File: config.mk
export PLATFORM = sky130hd
export DESIGN_NAME = sdm_req_ctl
export DESIGN_NICKNAME = d
export VERILOG_FILES = /design/src/rtl/sdm_req_ctl.sv
export SDC_FILE = /design/constraint.sdc
export NUM_CORES = 1
export LEC_CHECK = 0
export CORE_AREA = 2 2 39 41
export CTS_BUF_LIST = sky130_fd_sc_hd__clkbuf_4 sky130_fd_sc_hd__clkbuf_8
export CTS_CLUSTER_DIAMETER = 150
export DETAILED_ROUTE_END_ITERATION = 12
export DIE_AREA = 0 0 41 43
export GPL_ROUTABILITY_DRIVEN = 0
export PLACE_DENSITY_LB_ADDON = 0.3
export SYNTH_ARGS = -nofsm -noshare
export SYNTH_HDL_FRONTEND = slang
export SYNTH_SLANG_ARGS = --single-unit
File: constraint.sdc
create_clock -name clk -period 1.8 [get_ports clk]
set_clock_uncertainty 0.2 [all_clocks]
set_input_delay 0.45 -clock clk [delete_from_list [all_inputs] [get_ports clk]]
set_output_delay 0.45 -clock clk [all_outputs]
set_load 0.005 [all_outputs]
File: src/rtl/sdm_req_ctl.sv
// ---------------------------------------------------------------------------
// sdm_req_ctl
//
// Input-side request controller for one client of a spatial-division
// multiplexed router. It raises a four-phase request toward the
// asynchronous match arbiter when a head flit arrives. It captures the
// granted resource column into a registered one-hot grant. It holds that
// connection until the tail flit passes. Then it waits for the arbiter to
// drop its acknowledge before it accepts a new head.
//
// Parameters
//   M   : number of resources (virtual circuits) on the downstream port
//   TW  : width of the request timeout counter
//
// Ports
//   clk       in   single clock, rising edge
//   rst_n     in   asynchronous active-low reset
//   hd_vld    in   head flit present, requesting a connection
//   hd_rdy    out  one-cycle pulse when the head is accepted (grant made)
//   tl_vld    in   tail flit of the current packet transferred this cycle
//   c         out  four-phase request to the match arbiter
//   ca        in   asynchronous acknowledge from the match arbiter
//   cfg_col   in   this client's arbiter configuration column (M bits)
//   grant_vld out  a connection is held and grant is valid
//   grant     out  registered one-hot resource selection (M bits)
//   to_err    out  sticky request-timeout flag
//
// Optional feature
//   SDM_REQ_TIMEOUT_EN : when defined, a saturating TW-bit counter runs
//   while a request is outstanding. to_err sets once the counter
//   saturates. When undefined, no counter exists and to_err is 0.
// ---------------------------------------------------------------------------
module sdm_req_ctl #(
    parameter int M  = 2,
    parameter int TW = 8
) (
    input  logic         clk,
    input  logic         rst_n,
    input  logic         hd_vld,
    output logic         hd_rdy,
    input  logic         tl_vld,
    output logic         c,
    input  logic         ca,
    input  logic [M-1:0] cfg_col,
    output logic         grant_vld,
    output logic [M-1:0] grant,
    output logic         to_err
);

    typedef enum logic [1:0] {
        IDLE = 2'd0,
        REQ  = 2'd1,
        BUSY = 2'd2,
        REL  = 2'd3
    } state_t;

    state_t       state_q;
    state_t       state_d;
    logic         ca_m;
    logic         ca_s;
    logic [M-1:0] grant_d;
    logic         hd_rdy_d;
    logic         c_d;
    logic         grant_vld_d;

    // The acknowledge arrives from self-timed logic. It is brought into
    // the clock domain through two flops before the FSM looks at it.
    always_ff @(posedge clk or negedge rst_n) begin
        if (!rst_n) begin
            ca_m <= 1'b0;
            ca_s <= 1'b0;
        end else begin
            ca_m <= ca;
            ca_s <= ca_m;
        end
    end

    // The handshake follows a return-to-zero sequence. A new request is
    // raised only once the previous acknowledge has been seen low. A
    // raised request is never withdrawn before it is acknowledged. An
    // acknowledge with an empty column means the arbiter has not settled
    // yet, so the FSM stays in REQ and samples again.
    always_comb begin
        state_d  = state_q;
        grant_d  = grant;
        hd_rdy_d = 1'b0;
        case (state_q)
            IDLE: begin
                if (hd_vld && !ca_s) begin
                    state_d = REQ;
                end
            end
            REQ: begin
                if (ca_s && (|cfg_col)) begin
                    state_d  = BUSY;
                    grant_d  = cfg_col;
                    hd_rdy_d = 1'b1;
                end
            end
            BUSY: begin
                if (tl_vld) begin
                    state_d = REL;
                    grant_d = '0;
                end
            end
            REL: begin
                grant_d = '0;
                if (!ca_s) begin
                    state_d = IDLE;
                end
            end
            default: begin
                state_d = IDLE;
                grant_d = '0;
            end
        endcase
        c_d         = (state_d == REQ) || (state_d == BUSY);
        grant_vld_d = (state_d == BUSY);
    end

    // All outputs seen by the asynchronous arbiter and the crossbar come
    // straight from flops. Their next values are decoded from the next
    // state, so they change in step with the state register.
    always_ff @(posedge clk or negedge rst_n) begin
        if (!rst_n) begin
            state_q   <= IDLE;
            c         <= 1'b0;
            grant_vld <= 1'b0;
            grant     <= '0;
            hd_rdy    <= 1'b0;
        end else begin
            state_q   <= state_d;
            c         <= c_d;
            grant_vld <= grant_vld_d;
            grant     <= grant_d;
            hd_rdy    <= hd_rdy_d;
        end
    end

`ifdef SDM_REQ_TIMEOUT_EN
    localparam logic [TW-1:0] CNT_MAX = {TW{1'b1}};

    logic [TW-1:0] to_cnt;
    logic          to_err_q;

    // The counter restarts each time a request is raised and counts cycles
    // spent waiting in REQ. The error flag sets on the cycle the counter
    // reaches its maximum. Only reset clears the flag.
    always_ff @(posedge clk or negedge rst_n) begin
        if (!rst_n) begin
            to_cnt   <= '0;
            to_err_q <= 1'b0;
        end else begin
            if ((state_q != REQ) && (state_d == REQ)) begin
                to_cnt <= '0;
            end else if ((state_q == REQ) && (to_cnt != CNT_MAX)) begin
                to_cnt <= to_cnt + 1'b1;
            end
            if ((state_q == REQ) && (to_cnt == CNT_MAX - 1'b1)) begin
                to_err_q <= 1'b1;
            end
        end
    end

    assign to_err = to_err_q;
`else
    logic [TW-1:0] unused_tw_width;

    assign unused_tw_width = '0;
    assign to_err          = 1'b0;
`endif

endmodule
==> summary.txt, run 1 <==
hold depth = 0
Setup crit start kind = primary input
final hold vios = 0
R2R depth = 5
DR vias = 271
fin util = 39.06%
max capacitance violation total = 0
slowest stage delay, CP = 460 ps
crit-path cells = clkdlybuf4s50_1 > o211ai_2 > nor2_1 > a21o_1 > ha_1 > inv_1
Tcrit/Tclk final = 95.53%
DR pass1 iterations = 2
Tot Pwr = 727.2 uW
Chip Width = 41 um
Post-Syn Instances = 30
n_diodes = 0
Worst EP arrival = 1670 ps
Synth area leaders = dfrtp_1 (63%), mux2i_1 (5.6%), o21ai_0 (4.2%), ha_1 (3.5%), o211ai_2 (3.5%)
layout cells sized above 1 = 17.02%
CP Data Required Time = 1750 ps
CP max-delay cell = clkdlybuf4s50_1
Worst Hold Path EP = ca_s
total wire length = 597 um
CTS root buffer = clkbuf_4
Nets = 56
core area = 0.001384 mm2
multi-input logic area = 123.9 um2
Worst R2R Setup Slack = 410 ps
crit path buf inv count = 2
CTS tree = yes
clock buffer depth = 2
Seq cells post-synth = 9
VDD IR max = 0.5540 mV
Sum Neg Setup Slack = 0 ps
cts bufs inserted = 3
worst r2r dst = c
Crit Reg-Reg Startpoint = ca_s
top-area cell type share of the netlist area = 62.50%
vias in the first global route = 260
clock sinks = 9
I/O Pins = 13
Fmax = 0.5816 GHz
cts-stage hold buffer count = 0
pwr/cell area = 1345 mW/mm2
Fillers = 145
Post-Synthesis Net Count = 38
IO Port Bufs = 11
Syn-to-layout area delta = 50.00%
dpl cells = 59
status = completed
Seq. cell area = 225.2 um2
delay-heaviest family, CP = buffers and inverters
Seq/Total Area, Yosys = 62.50%
Total GRT Usage = 8.859%
Final ANT Viol Nets = 0
largest net degree at the start of global routing = 10
Worst Hold Launch = ca_m
DR iter-0 viols = 1
die height = 43 um
final cell count without fillers = 63
Avg WL per Cell = 9.476 um
YS warnings = 0
P_leak = 0.0002827 uW
leading area contributor after synthesis = dfrtp_1
CP Class = in2reg
DR vias/cell = 4.302
CTS clock-pin slew for the worst setup and hold paths = 60 ps
die area = 0.001763 mm2
# H-tree levels = 1
Distinct cells, synth = 16
RSZ-0062 raised after global routing = no
DRC = 0
remaining global-route overflow = 0
Syn Area/Cell = 12.01 um2
first-pass GRT wire length = 966 um
Final Critical Period = 1720 ps
count of pins over their slew limit = 0
initial antenna violation count = 0
crit path max fanout = 3
DP HPWL = 461.6 um
Clock Latency Late Sink = 250 ps
CP Capture Type = flop
Initial Util = 26.04%
Cell Rows = 14
Hold Path Class = reg2reg
Syn Std Cell Area = 360.3 um2
# setup viols final = 0
## flip-flops by register name, indices dropped and copies added, names as in the netlist
| name | cells |
|---|---|
| grant | 2 |
| state_q | 2 |
| c | 1 |
| ca_m | 1 |
| ca_s | 1 |
| grant_vld | 1 |
| hd_rdy | 1 |
## worst register-to-register path: cells and delay by family, from the launching register on
family / cells / cell delay (ps)
flops: 1 / 410
fa+ha+maj: 1 / 270
simple gates: 1 / 130
buf+inv: 1 / 30
compound gates: 2 / 260
## final cells by class
type / instances / share of cell area, %
multi-input cells: 19 / 22.92
well taps: 16 / 3.704
inverters: 1 / 0.6944
flip-flops and latches: 9 / 41.67
clock buffers: 4 / 5.556
repair buffers: 14 / 25.46
## where the power goes
part	switching [uW]	leakage [uW]	internal (uW)	total, uW
sequential	45.7	0.000112	270	315
clock	64.8	0.0000184	100	165
combinational	94.3	0.000152	153	247
total	205	0.000283	522	727
## layout by cell type (no fill, tap or decap)
| cell type | n |
|---|---|
| dfrtp_1 | 9 |
| clkdlybuf4s50_1 | 9 |
| clkbuf_4 | 4 |
| o21ai_1 | 3 |
| buf_4 | 3 |
| nor2_1 | 2 |
| o21ai_0 | 2 |
| mux2i_1 | 2 |
| nand2_1 | 2 |
| dlymetal6s2s_1 | 2 |
| nand2b_1 | 1 |
| o211ai_2 | 1 |
| a21o_1 | 1 |
| nor2b_1 | 1 |
| nand3b_1 | 1 |
| o21a_1 | 1 |
| inv_1 | 1 |
| ha_1 | 1 |
| conb_1 | 1 |
## cell usage after synthesis (all sizes together)
master / count
buf: 1
inv: 1
o211ai: 1
nand3b: 1
o21a: 1
o21ai: 5
nand2: 2
mux2i: 2
nand2b: 1
a21o: 1
dfrtp: 9
conb: 1
nor2: 2
nor2b: 1
ha: 1
## how the worst max path moves through the flow
stage / slack [ps] / cells past startpoint / from / to
6_report: 80 / 6 / cfg_col[1] / c
5_1_grt: 8 / 6 / cfg_col[1] / c
4_1_cts: 20 / 1 / grant[0] / grant[0]
3_5_place_dp: -210 / 6 / cfg_col[1] / c
3_3_place_gp: -190 / 6 / cfg_col[1] / c
2_1_floorplan: 310 / 5 / cfg_col[1] / c
## layer usage
layer	up-vias	global-route usage, %	routed length (um)
met2	10	10.31	271
li1	134	-	-
met1	127	10.44	252
met3	0	4.188	73
met4	0	10.00	0
met5	-	0	0
## cell families (layout without fill, tap and decap cells)
| group | count (synthesis) | after routing | synth area share (%) |
|---|---|---|---|
| adder cells (fa/ha/maj) | 1 | 1 | 3.472 |
| buffers and inverters | 2 | 19 | 3.125 |
| AO/OA/AOI/OAI | 8 | 8 | 14.58 |
| AND/OR/NAND/NOR | 7 | 7 | 9.727 |
| multiplexers | 2 | 2 | 5.556 |
| flip-flops | 9 | 9 | 62.50 |
| other | 1 | 1 | 1.041 |
## per-stage QoR
step	hold slack, ps	cell area, um2	setup slack, ps
CTS	153.2	535.5	20.67
finish	152.0	540.5	80.50
global route	167.5	540.5	7.694
global placement	134.0	505.5	-192.8
floorplan	-45.59	360.3	310.6
detailed placement	140.5	505.5	-211.3
## timing repair
item                                    CTS  global route
endpoints found under the setup margin    0             3
gates resized for setup                   0             3
buffers inserted                          0             0
Note: power is estimated with default switching activity, not from simulation.
==> inputs of run 2 (changes only) <==
- CTS_BUF_LIST: sky130_fd_sc_hd__clkbuf_4 sky130_fd_sc_hd__clkbuf_8 -> default
- GPL_TIMING_DRIVEN: default -> 0
==> summary.txt, run 2 (same netlist as run 1, synthesis figures left out) <==
Fillers = 147 (+1.4%)
Fmax = 0.5751 GHz (-1.1%)
final cell count without fillers = 63 (unchanged)
Tot Pwr = 717.5 uW (-1.3%)
commonest non-fill, non-tap cell in the layout = clkdlybuf4s50_1
Worst EP arrival = 1090 ps (-580 ps)
DR iter-0 viols = 3 (+2)
Total GRT Usage = 9.276% (+0.42 points)
total wire length = 606 um (+1.5%)
Sum Neg Setup Slack = 0 ps (unchanged)
Crit Reg-Reg Startpoint = state_q[0]
Cell Rows = 14 (unchanged)
Chip Width = 41 um (unchanged)
Initial Util = 26.04% (unchanged)
status = completed
met2 Usage GRT = 9.688% (-0.62 points)
largest net degree at the start of global routing = 10 (unchanged)
initial antenna violation count = 0 (unchanged)
VDD IR max = 0.6175 mV (+11%)
# setup viols final = 0 (unchanged)
DR vias/cell = 4.222 (-1.8%)
CP Class = reg2out
Setup crit start kind = flop
CP Capture Type = output port
count of pins over their slew limit = 0 (unchanged)
Final Critical Period = 1739 ps (+19.46 ps)
DR vias = 266 (-1.8%)
CTS clock-pin slew for the worst setup and hold paths = 60 ps (about the same)
clock sinks = 9 (unchanged)
crit path max fanout = 2 (-1)
DP HPWL = 449.3 um (-2.7%)
Hold Path Class = reg2reg
Nets = 56 (unchanged)
remaining global-route overflow = 0 (unchanged)
first-pass GRT wire length = 972 um (+0.62%)
n_diodes = 0 (unchanged)
core area = 0.001384 mm2 (unchanged)
vias in the first global route = 244 (-6.2%)
multi-input logic area = 123.9 um2 (unchanged)
DR pass1 iterations = 2 (unchanged)
Worst Hold Launch = ca_m
worst slack, placed = -251.1 ps (-39.82 ps)
IO Port Bufs = 11 (unchanged)
Final ANT Viol Nets = 0 (unchanged)
cts bufs inserted = 3 (unchanged)
P_leak = 0.0002654 uW (-6.1%)
CP Data Required Time = 1150 ps (-600 ps)
critical path launch point = grant[0]
clock buffer depth = 2 (unchanged)
Top Usage Layer GRT = met1
pwr/cell area = 1343 mW/mm2 (-0.17%)
dpl cells = 57 (-3.4%)
CTS root buffer = clkbuf_4
DRC = 0 (unchanged)
crit-path cells = clkdlybuf4s50_1
Clock Latency Late Sink = 260 ps (about the same)
die height = 43 um (unchanged)
GR Util met3 = 5.759% (+1.6 points)
die area = 0.001763 mm2 (unchanged)
layout cells sized above 1 = 14.89% (-2.1 points)
crit path buf inv count = 1 (-1)
RSZ-0062 raised after global routing = no
worst hold slack = 156.1 ps (+4.128 ps)
# H-tree levels = 1 (unchanged)
top flop regs = grant x2, state_q x2
Tcrit/Tclk final = 96.61% (+1.1 points)
Avg WL per Cell = 9.619 um (+1.5%)
grt met1 use = 11.49% (+1.0 points)
Syn-to-layout area delta = 48.26%
CP max-delay cell = clkdlybuf4s50_1
max capacitance violation total = 0 (unchanged)
delay-heaviest family, CP = buffers and inverters
slowest stage delay, CP = 500 ps (+40 ps)
CTS tree = yes
leading cell types in the layout, fill and taps excluded = clkdlybuf4s50_1 (10), dfrtp_1 (9), o21ai_1 (4)
worst setup margin = 61.03 ps (-19.46 ps)
I/O Pins = 13 (unchanged)
final hold vios = 0 (unchanged)
Seq. cell area = 225.2 um2 (unchanged)
==> run 2: final timing paths <==
check	endpoint	slack (ps)	depth (start not counted)
worst max-delay path	grant[0]	60	1
worst min-delay path	ca_s	160	0
worst max register to register	c	380	5
worst min register to register	ca_s	160	0
max in group asynchronous	ca_s	840	1
min in group asynchronous	c	280	1
==> run 2: repair_timing <==
item / 4_1_cts / 5_1_grt
endpoints found under the setup margin: 0 / 3
hold buffers: 0 / 0
buffers inserted: 0 / 2
resized for setup: 0 / 3
==> run 2: layout make-up <==
| class | count | area share, % |
|---|---|---|
| Sequential cell | 9 | 42.15 |
| Timing Repair Buffer | 13 | 23.89 |
| Multi-Input combinational cell | 19 | 23.19 |
| Clock buffer | 4 | 4.918 |
| Tap cell | 16 | 3.747 |
| Buffer | 1 | 1.405 |
| Inverter | 1 | 0.7026 |
==> run 2: metal layers <==
layer / vias up / wire length (um)
li1: 137 / -
met1: 117 / 291
met2: 10 / 242
met3: 2 / 67
met4: 0 / 5
met5: - / 0
==> run 2: report_power, final <==
group          internal, uW  leakage, uW  switching, uW
logic                   154     0.000138           94.8
clock network          85.2    0.0000150           67.0
registers               270     0.000112           46.3
total                   509     0.000265            208
==> run 2: per-stage QoR <==
step / cell area, um2 / utilization (%)
detailed placement: 490.5 / 35.44
global route: 534.3 / 38.61
CTS: 516.7 / 37.34
finish: 534.3 / 38.61
global placement: 490.5 / 35.44
floorplan: 360.3 / -
